`config.mk`:
```
export PLATFORM = sky130hd
export DESIGN_NAME = thermostat_fsm_multi
export DESIGN_NICKNAME = d
export VERILOG_FILES = /design/src/rtl/thermostat_fsm_multi.sv
export SDC_FILE = /design/constraint.sdc
export NUM_CORES = 1
export LEC_CHECK = 0
export CORE_MARGIN = 2
export CORE_UTILIZATION = 51
export CTS_BUF_LIST = sky130_fd_sc_hd__clkbuf_8 sky130_fd_sc_hd__clkbuf_16
export CTS_CLUSTER_SIZE = 40
export DETAILED_ROUTE_END_ITERATION = 16
export GPL_TIMING_DRIVEN = 0
export PLACE_DENSITY_LB_ADDON = 0.3
export SKIP_LAST_GASP = 1
export SLEW_MARGIN = 20
export SYNTH_ARGS = -nofsm -noshare
export SYNTH_HDL_FRONTEND = slang
export SYNTH_SLANG_ARGS = --single-unit
```
`constraint.sdc`:
```
create_clock -name clk -period 4.8 [get_ports clk]
set_clock_uncertainty 0.1 [all_clocks]
set_input_delay 0.96 -clock clk [delete_from_list [all_inputs] [get_ports clk]]
set_output_delay 0.96 -clock clk [all_outputs]
set_load 0.02 [all_outputs]
```
`src/rtl/thermostat_fsm_multi.sv`:
```
// Purpose: per-zone hysteresis heating/cooling controller with minimum dwell, global mode and sensor-fault flag.
// Latency: one cycle; temp/mode sampled at a rising edge, state and demands are Moore decodes of the registers.
// Backpressure: none; every zone is re-evaluated on every edge and outputs are always valid.
module thermostat_fsm_multi #(
  parameter int TEMP_W     = 5,
  parameter int N_ZONES    = 2,
  parameter int HEAT_ON    = 18,
  parameter int COOL_ON    = 22,
  parameter int SETPOINT   = 20,
  parameter int MIN_DWELL  = 4,
  parameter int FAULT_CODE = 2**TEMP_W-1
) (
  input  logic                      clk,
  input  logic                      rst_n,
  input  logic [1:0]                mode,
  input  logic [N_ZONES*TEMP_W-1:0] temp,
  output logic [N_ZONES-1:0]        heating,
  output logic [N_ZONES-1:0]        cooling,
  output logic [2*N_ZONES-1:0]      state,
  output logic [N_ZONES-1:0]        fault
);

  // Thresholds live in the temperature domain, so they are truncated to TEMP_W.
  localparam logic [TEMP_W-1:0] HEAT_T  = TEMP_W'(HEAT_ON);
  localparam logic [TEMP_W-1:0] COOL_T  = TEMP_W'(COOL_ON);
  localparam logic [TEMP_W-1:0] SET_T   = TEMP_W'(SETPOINT);
  localparam logic [TEMP_W-1:0] FAULT_T = TEMP_W'(FAULT_CODE);

  // Dwell counter saturates at MIN_DWELL; leaving is allowed once it reaches MIN_DWELL-1.
  localparam int              DW        = $clog2(MIN_DWELL + 1);
  localparam logic [DW-1:0]   DWELL_MAX = DW'(MIN_DWELL);
  localparam logic [DW-1:0]   DWELL_OK  = DW'(MIN_DWELL - 1);

  localparam logic [1:0] MODE_OFF  = 2'b00;
  localparam logic [1:0] MODE_HEAT = 2'b01;
  localparam logic [1:0] MODE_COOL = 2'b10;
  localparam logic [1:0] MODE_AUTO = 2'b11;

  typedef enum logic [1:0] {
    ST_IDLE = 2'b00,
    ST_HEAT = 2'b01,
    ST_COOL = 2'b10
  } state_t;

  // Reject parameter sets that would break the hysteresis band or the dwell logic.
  if (!((HEAT_T < SET_T) && (SET_T < COOL_T))) begin : g_bad_thresholds
    $error("thermostat_fsm_multi: need HEAT_ON < SETPOINT < COOL_ON after truncation to TEMP_W");
  end
  if (MIN_DWELL < 1) begin : g_bad_dwell
    $error("thermostat_fsm_multi: MIN_DWELL must be >= 1");
  end
  if ((N_ZONES < 1) || (N_ZONES > 8)) begin : g_bad_zones
    $error("thermostat_fsm_multi: N_ZONES must be in 1..8");
  end

  logic heat_allowed;
  logic cool_allowed;

  assign heat_allowed = (mode == MODE_HEAT) || (mode == MODE_AUTO);
  assign cool_allowed = (mode == MODE_COOL) || (mode == MODE_AUTO);

  for (genvar z = 0; z < N_ZONES; z++) begin : g_zone
    state_t            cur_q;
    state_t            nxt;
    logic [DW-1:0]     dwell_q;
    logic              fault_q;
    logic [TEMP_W-1:0] t;
    logic              is_fault;
    logic              dwell_ok;
    logic              heat_d;
    logic              cool_d;

    assign t        = temp[z*TEMP_W +: TEMP_W];
    assign is_fault = (t == FAULT_T);
    assign dwell_ok = (dwell_q >= DWELL_OK);

    // Next-state selection in priority order, plus Moore output decode.
    always_comb begin
      nxt    = cur_q;
      heat_d = 1'b0;
      cool_d = 1'b0;
      if (is_fault || (mode == MODE_OFF)) begin
        nxt = ST_IDLE;
      end else begin
        case (cur_q)
          ST_IDLE: begin
            if (dwell_ok && (t <= HEAT_T) && heat_allowed) begin
              nxt = ST_HEAT;
            end else if (dwell_ok && (t >= COOL_T) && cool_allowed) begin
              nxt = ST_COOL;
            end
          end
          ST_HEAT: begin
            if (mode == MODE_COOL) begin
              nxt = ST_IDLE;
            end else if (dwell_ok && (t >= SET_T)) begin
              nxt = ST_IDLE;
            end
          end
          ST_COOL: begin
            if (mode == MODE_HEAT) begin
              nxt = ST_IDLE;
            end else if (dwell_ok && (t <= SET_T)) begin
              nxt = ST_IDLE;
            end
          end
          default: nxt = ST_IDLE;
        endcase
      end
      heat_d = (cur_q == ST_HEAT);
      cool_d = (cur_q == ST_COOL);
    end

    // State, dwell and fault registers; the dwell restarts on a state change,
    // while the sensor is faulted, and on the edge the fault clears.
    always_ff @(posedge clk or negedge rst_n) begin
      if (!rst_n) begin
        cur_q   <= ST_IDLE;
        dwell_q <= DWELL_MAX;
        fault_q <= 1'b0;
      end else begin
        cur_q   <= nxt;
        fault_q <= is_fault;
        if ((nxt != cur_q) || is_fault || fault_q) begin
          dwell_q <= '0;
        end else if (dwell_q != DWELL_MAX) begin
          dwell_q <= dwell_q + DW'(1);
        end
      end
    end

    assign heating[z]        = heat_d;
    assign cooling[z]        = cool_d;
    assign state[2*z +: 2]   = cur_q;
    assign fault[z]          = fault_q;
  end

endmodule

```
==> results of run 1 <==
-- kinds of logic (layout without fill, tap and decap cells) --
kind of cell,count (synthesis),count (layout),synth area share [%]
AO/OA/AOI/OAI,27,27,24.3
XOR/XNOR,2,2,1.90
adder cells (fa/ha/maj),6,6,8.15
buffers and inverters,13,39,7.74
flip-flops,12,12,32.9
multiplexers,1,1,1.09
AND/OR/NAND/NOR,42,42,23.9
-- routing by layer --
| layer | wire length, µm | vias up | global-route usage [%] |
|---|---|---|---|
| met4 | 34 | 0 | 10.9 |
| met3 | 59 | 5 | 3.92 |
| li1 | - | 417 | - |
| met1 | 935 | 395 | 24.9 |
| met5 | 0 | - | 0 |
| met2 | 906 | 20 | 34.2 |
-- worst min-delay path by stage --
stage                                       endpoint  cells after the start  slack, ns
finish              g_zone[0].dwell_q[2]$_DFFE_PN1P_                      3       0.47
global route        g_zone[1].dwell_q[1]$_DFFE_PN0P_                      2       0.51
CTS                 g_zone[0].dwell_q[2]$_DFFE_PN1P_                      3       0.48
detailed placement  g_zone[0].dwell_q[2]$_DFFE_PN1P_                      3       0.44
global placement    g_zone[0].dwell_q[2]$_DFFE_PN1P_                      3       0.44
floorplan           g_zone[0].dwell_q[2]$_DFFE_PN1P_                      3       0.41
-- stage by stage --
| step | util, % | setup slack [ns] |
|---|---|---|
| 6_report | 71.6 | 2.14 |
| 5_1_grt | 71.6 | 2.05 |
| 4_1_cts | 71.6 | 2.12 |
| 3_5_place_dp | 69.2 | 1.99 |
| 3_3_place_gp | 69.2 | 2.02 |
| 2_1_floorplan | - | 2.65 |
-- worst max-delay path: stages (launching register included) --
cell	delay (ns)
dfrtp_1	0.46
nor2b_1	0.21
buf_4	0.12
clkdlybuf4s50_1	0.58
-- cell usage in the layout, fill, tap and decap left out, types with 5 or more instances in the layout --
cell type,n
a21oi_1,5
buf_4,6
clkdlybuf4s50_1,23
dfrtp_1,10
ha_1,6
inv_1,7
nand2_1,10
nor2_1,8
nor2b_1,6
nor3_1,5
o21ai_0,5
-- report_power, final --
part	total [W]	switching (W)	leakage [nW]	internal (W)
Combinational	0.000303	0.000150	0.359	0.000153
Clock	0.0000871	0.0000322	0.0216	0.0000549
Sequential	0.000193	0.0000513	0.153	0.000142
Total	0.000583	0.000233	0.533	0.000349
-- layout make-up --
| class | instances | area share [%] |
|---|---|---|
| Multi-Input combinational cell | 78 | 44.7 |
| Sequential cell | 12 | 24.7 |
| Timing Repair Buffer | 23 | 18.8 |
| Buffer | 6 | 3.68 |
| Clock buffer | 3 | 3.37 |
| Tap cell | 25 | 2.56 |
| Inverter | 7 | 2.15 |
-- state kept, by name, summed over array words and instances (netlist names) --
register        count
g_zone.cur_q        4
g_zone.dwell_q      6
g_zone.fault_q      2
==> out/metrics.csv, run 1 <==
stage;metric;value;unit
run_status;outcome;completed;
sta;fin_crit_sh;55.5;%
cells_and_area;fill_cells;132;
floorplanning;design.core.area;1710;µm²
worst_setup_path;critPathCaptureType;output port;
sta;final-hold-violation-count;0;
synthesis;avgSynthCellArea;8.94;µm²
sta;slew_viol_final;0;
worst_setup_path;crit_end;heating[0];
synthesis;ys_types;31;
global_route;antenna_found_initial;0;
cells_and_area;multi_input_area;547;µm²
clock_tree;htree_levels;1;
sta;rsz0062_at_grt;no;
clock_tree;insertion_delay;0.24;ns
floorplanning;die_area;2160;µm²
placed_design;io_buffers;23;
synthesis;synthTopCellsByCount;10 x dfrtp_1, 10 x nand2_1, 8 x nor2_1;
clock_tree;cts_buffers;3;
floorplanning;initial_core_util;53.9;%
synthesis;yosysTopAreaCell;dfrtp_1;
clock_tree;root_buffer;clkbuf_8;
synthesis;syn-cell-area;921;µm²
power_and_ir_drop;p_per_area;476;nW/µm²
clock_tree;clk_pin_slew;0.05;ns
routing;drc_errors;0;
cells_and_area;syn2layout_area_growth;32.9;%
synthesis;async_flop_share;100;%
routing;vias;837;
global_route;grt-ovfl-total;0;
cells_and_area;n_antenna_cell;0;
clock_tree;cts_tree;done;
cells_and_area;finalNonFillerCells;154;
worst_setup_path;crit_arrival;1.60;ns
cells_and_area;finish.net_count;151;
clock_tree;post_cts_buffers;0;
sta;max_freq;376;MHz
routing;routedWlPerCell;12.6;µm
global_route;grt_max_degree;13;
worst_setup_path;r2r-start;g_zone[1].dwell_q[0]$_DFFE_PN0P_;
global_route;grt_pass1_wl;3220;µm
cells_and_area;stdcell_area;1220;µm²
floorplanning;die_height;46.5;µm
sta;fin_hold_ws;0.468;ns
sta;worst_slew_pin_slew;0.521;ns
global_route;grt_pass1_vias;845;
cells_and_area;final_layout_size_suffix_gt1_share;13.2;%
worst_setup_path;reg2reg_to;g_zone[1].dwell_q[2]$_DFFE_PN1P_;
floorplanning;io-pin-count;24;
synthesis;yosys_register_bits;12;
clock_tree;hold_buffers;0;
routing;route.antenna.remaining_nets;0;
synthesis;syn_nets;123;
synthesis;yosysSeqAreaShare;32.9;%
routing;routed_wl;1940;µm
sta;setup_violations;0;
synthesis;ys_warn_count;0;
placed_design;dp_cells;151;
clock_tree;cts_buffer_depth;2;
job;maxCapViolCount;0;
routing;first_iter_violations;11;
power_and_ir_drop;max-vdd-ir-drop;0.000328;V
clock_tree;cts.sinks;12;
worst_setup_path;worst_setup_path_start_kind;register;
worst_setup_path;reg2reg_depth;7;
routing;viasPerCell;5.44;
placed_design;gp_congestion;0.787;
floorplanning;rows;15;
placed_design;placed_cell_area;1180;µm²
placed_design;dp_hpwl;1560;µm
worst_hold_path;min_path_type;reg -> reg;
worst_setup_path;cp_data_required_time;3.74;ns
synthesis;yosys-top-cells-area;dfrtp_1 27%, ha_1 8.2%, dfstp_2 5.7%;
synthesis;synth-edff-count;0;
cells_and_area;final-seq-area;303;µm²
synthesis;synth_top_area_share;27.2;%
worst_hold_path;min_from;g_zone[0].fault_q$_DFF_PN0_;
routing;drt_first_pass_iters;4;
clock_tree;ctsResizeCount;0;
worst_setup_path;r2r_slack;2.68;ns
power_and_ir_drop;finalPower;0.000583;W
global_route;grt.total_usage;20.6;%
synthesis;synth_ff_type;dfrtp_1;
worst_setup_path;critical_path_class;reg -> out;
floorplanning;fp.dieW;46.5;µm
sta;period_minus_slack;2.66;ns
synthesis;synthCells;103;
worst_setup_path;startpoint;g_zone[0].cur_q[0]$_DFF_PN0_;
sta;maxSlewHeadroom;65.2;%
power_and_ir_drop;power.static_leakage;0.533;nW
sta;setup_tns;0;ns
worst_setup_path;critPathMaxFanout;7;
Power figures use the tool's default switching activity.
==> inputs of run 2 (changes only) <==
--- a/config.mk
+++ b/config.mk
@@ -6,7 +6,7 @@
 export NUM_CORES = 1
 export LEC_CHECK = 0
 export CORE_MARGIN = 2
-export CORE_UTILIZATION = 51
+export CORE_UTILIZATION = 43
 export CTS_BUF_LIST = sky130_fd_sc_hd__clkbuf_8 sky130_fd_sc_hd__clkbuf_16
 export CTS_CLUSTER_SIZE = 40
 export DETAILED_ROUTE_END_ITERATION = 16
==> constraint.sdc (replaced) <==
create_clock -name clk -period 2.15 [get_ports clk]
set_clock_uncertainty 0.1 [all_clocks]
set_input_delay 0.43 -clock clk [delete_from_list [all_inputs] [get_ports clk]]
set_output_delay 0.43 -clock clk [all_outputs]
set_load 0.02 [all_outputs]
==> run 2 against run 1 <==
Compared with the run above:
- critical path depth rose by 3
- final area rose by 11%
- first-iteration DRC count did not move
- worst setup slack got worse by 2.1 ns
- count of clock-buffer cells in the layout rose by 1
- hold slack got worse by 0.032 ns
- combinational power rose to 2.8 times the previous value
- die area rose by 17%
- critical endpoint is now g_zone[0].dwell_q[0]$_DFFE_PN0P_
- largest cell class unchanged
- highest routed layer unchanged
==> out/metrics.csv, run 2 (same netlist as run 1, synthesis figures left out) <==
stage;metric;value;unit
floorplanning;die_height;50.3;µm
floorplanning;design.core.area;1980;µm²
sta;worst_slew_pin_slew;0.516;ns
routing;vias;864;
global_route;grt_pass1_wl;3400;µm
floorplanning;io-pin-count;24;
cells_and_area;reg.largest.list;g_zone.dwell_q: 6 flops, g_zone.cur_q: 4 flops, g_zone.fault_q: 2 flops;
cells_and_area;final_layout_size_suffix_gt1_share;28.5;%
power_and_ir_drop;finalPower;0.00153;W
cells_and_area;finalNonFillerCells;164;
routing;first_iter_violations;11;
placed_design;gp_congestion;0.734;
job;maxCapViolCount;0;
power_and_ir_drop;p_per_area;1120;nW/µm²
clock_tree;hold_buffers;0;
sta;setup_tns;0;ns
clock_tree;root_buffer;clkbuf_8;
routing;routedWlPerCell;13.1;µm
worst_hold_path;min_path_type;in -> async;
placed_design;dp_hpwl;1660;µm
power_and_ir_drop;max-vdd-ir-drop;0.000788;V
global_route;grt-ovfl-total;0;
worst_setup_path;cp_data_required_time;2.17;ns
worst_setup_path;critPathMaxFanout;5;
routing;drt_first_pass_iters;4;
clock_tree;cts_buffers;3;
worst_setup_path;crit_arrival;2.11;ns
global_route;grt_max_degree;13;
cells_and_area;largest_reg_flops;6;
worst_setup_path;crit_buf_inv;1;
floorplanning;die_area;2530;µm²
global_route;antenna_found_initial;0;
cells_and_area;syn2layout_area_growth;47.8;%
worst_setup_path;worst_setup_path_start_kind;input port;
power_and_ir_drop;power.static_leakage;0.601;nW
sta;period_minus_slack;2.09;ns
clock_tree;clk_pin_slew;0.05;ns
placed_design;dp_cells;153;
worst_setup_path;max_stage_delay;0.54;ns
worst_setup_path;crit_family;compound AO/OA/AOI/OAI gates;
sta;max_freq;478;MHz
clock_tree;insertion_delay;0.24;ns
worst_setup_path;crit_path_cell_trace;clkdlybuf4s50_1, a21oi_1, or4_4, o31a_1, o21ai_2, nor3_1;
cells_and_area;fin_util;68.7;%
routing;drc_errors;0;
routing;route.antenna.remaining_nets;0;
worst_setup_path;critPathCaptureType;register;
clock_tree;cts.sinks;12;
worst_setup_path;reg2reg_depth;7;
placed_design;placed_cell_area;1180;µm²
cells_and_area;fill_cells;139;
sta;rsz0062_at_grt;yes;
worst_setup_path;critical_path_class;in -> reg;
floorplanning;fp.dieW;50.3;µm
cells_and_area;regMostFlops;g_zone.dwell_q;
global_route;grt_pass1_vias;828;
cells_and_area;finish.net_count;158;
global_route;grt.total_usage;17.2;%
clock_tree;cts_buffer_depth;2;
cells_and_area;n_antenna_cell;0;
worst_setup_path;reg2reg_to;g_zone[1].dwell_q[1]$_DFFE_PN0P_;
worst_setup_path;slowest_stage;clkdlybuf4s50_1;
sta;setup_violations;0;
clock_tree;htree_levels;1;
worst_setup_path;startpoint;temp[2];
floorplanning;rows;16;
sta;slew_viol_final;0;
floorplanning;initial_core_util;46.5;%
routing;viasPerCell;5.27;
clock_tree;cts_tree;done;
run_status;outcome;completed;
cells_and_area;layout_commonest_cell;clkdlybuf4s50_1;
cells_and_area;final_cell_mix;21 x clkdlybuf4s50_1, 13 x buf_4, 10 x nand2_1;
sta;maxSlewHeadroom;65.5;%
placed_design;io_buffers;23;
worst_setup_path;r2r_slack;0.07;ns
routing;routed_wl;2160;µm
worst_setup_path;r2r-start;g_zone[1].dwell_q[0]$_DFFE_PN0P_;
sta;fin_crit_sh;97.3;%
worst_setup_path;cp.depth;6;
sta;final-hold-violation-count;0;
cells_and_area;stdcell_area;1360;µm²
## run 2: changes by cell type in the layout (fill, tap and decap cells not counted), moves of 2 or more
cell             previous run  this run
buf_4                       6        13
dfrtp_1                    10         3
dfrtp_2                     0         7
ha_1                        6         2
ha_4                        0         3
clkdlybuf4s50_1            23        21
dlymetal6s2s_1              0         2
## run 2: repair_timing
action | CTS | global route
endpoints found under the hold margin | 0 | 0
setup endpoints to repair | 1 | 10
setup buffers | 0 | 7
cloned | 0 | 0
pin swaps | 0 | 7
gates resized for setup | 1 | 18
## run 2: power breakdown
group	switching [W]	internal [W]
Clock	0.0000783	0.000161
Combinational	0.000409	0.000451
Sequential	0.000104	0.000325
Total	0.000592	0.000938
## run 2: metrics by stage
step / hold WS [ns] / setup slack [ns]
2_1_floorplan: 0.0344 / 0.215
3_3_place_gp: 0.443 / -0.111
3_5_place_dp: 0.465 / -0.170
4_1_cts: 0.450 / 0.00122
5_1_grt: 0.499 / -0.0424
6_report: 0.436 / 0.0573
## run 2: cell type report
type	instances	area, µm²	share of cell area [%]
flip-flops and latches	12	312	22.9
clock buffers	4	55.1	4.04
repair buffers	30	288	21.1
well taps	27	33.8	2.48
plain buffers	6	45.0	3.31
inverters	7	26.3	1.93
multi-input cells	78	602	44.2
## run 2: how the worst max path moves through the flow
stage,endpoint,slack (ns)
after floorplan,g_zone[1].dwell_q[2]$_DFFE_PN1P_,0.21
after detailed placement,g_zone[0].dwell_q[0]$_DFFE_PN0P_,-0.17
after global routing,g_zone[1].dwell_q[1]$_DFFE_PN0P_,-0.04
after CTS,heating[0],0.001
final,g_zone[0].dwell_q[0]$_DFFE_PN0P_,0.06
after global placement,g_zone[0].dwell_q[0]$_DFFE_PN0P_,-0.11
## run 2: per-layer routing
metal  GRT usage [%]  up-vias  part of all wire [%]
li1                -      435                     -
met1            19.9      406                    41
met2            29.6       21                    53
met3            5.06        2                   5.1
met4            6.94        0                  0.28
met5               0        -                     0
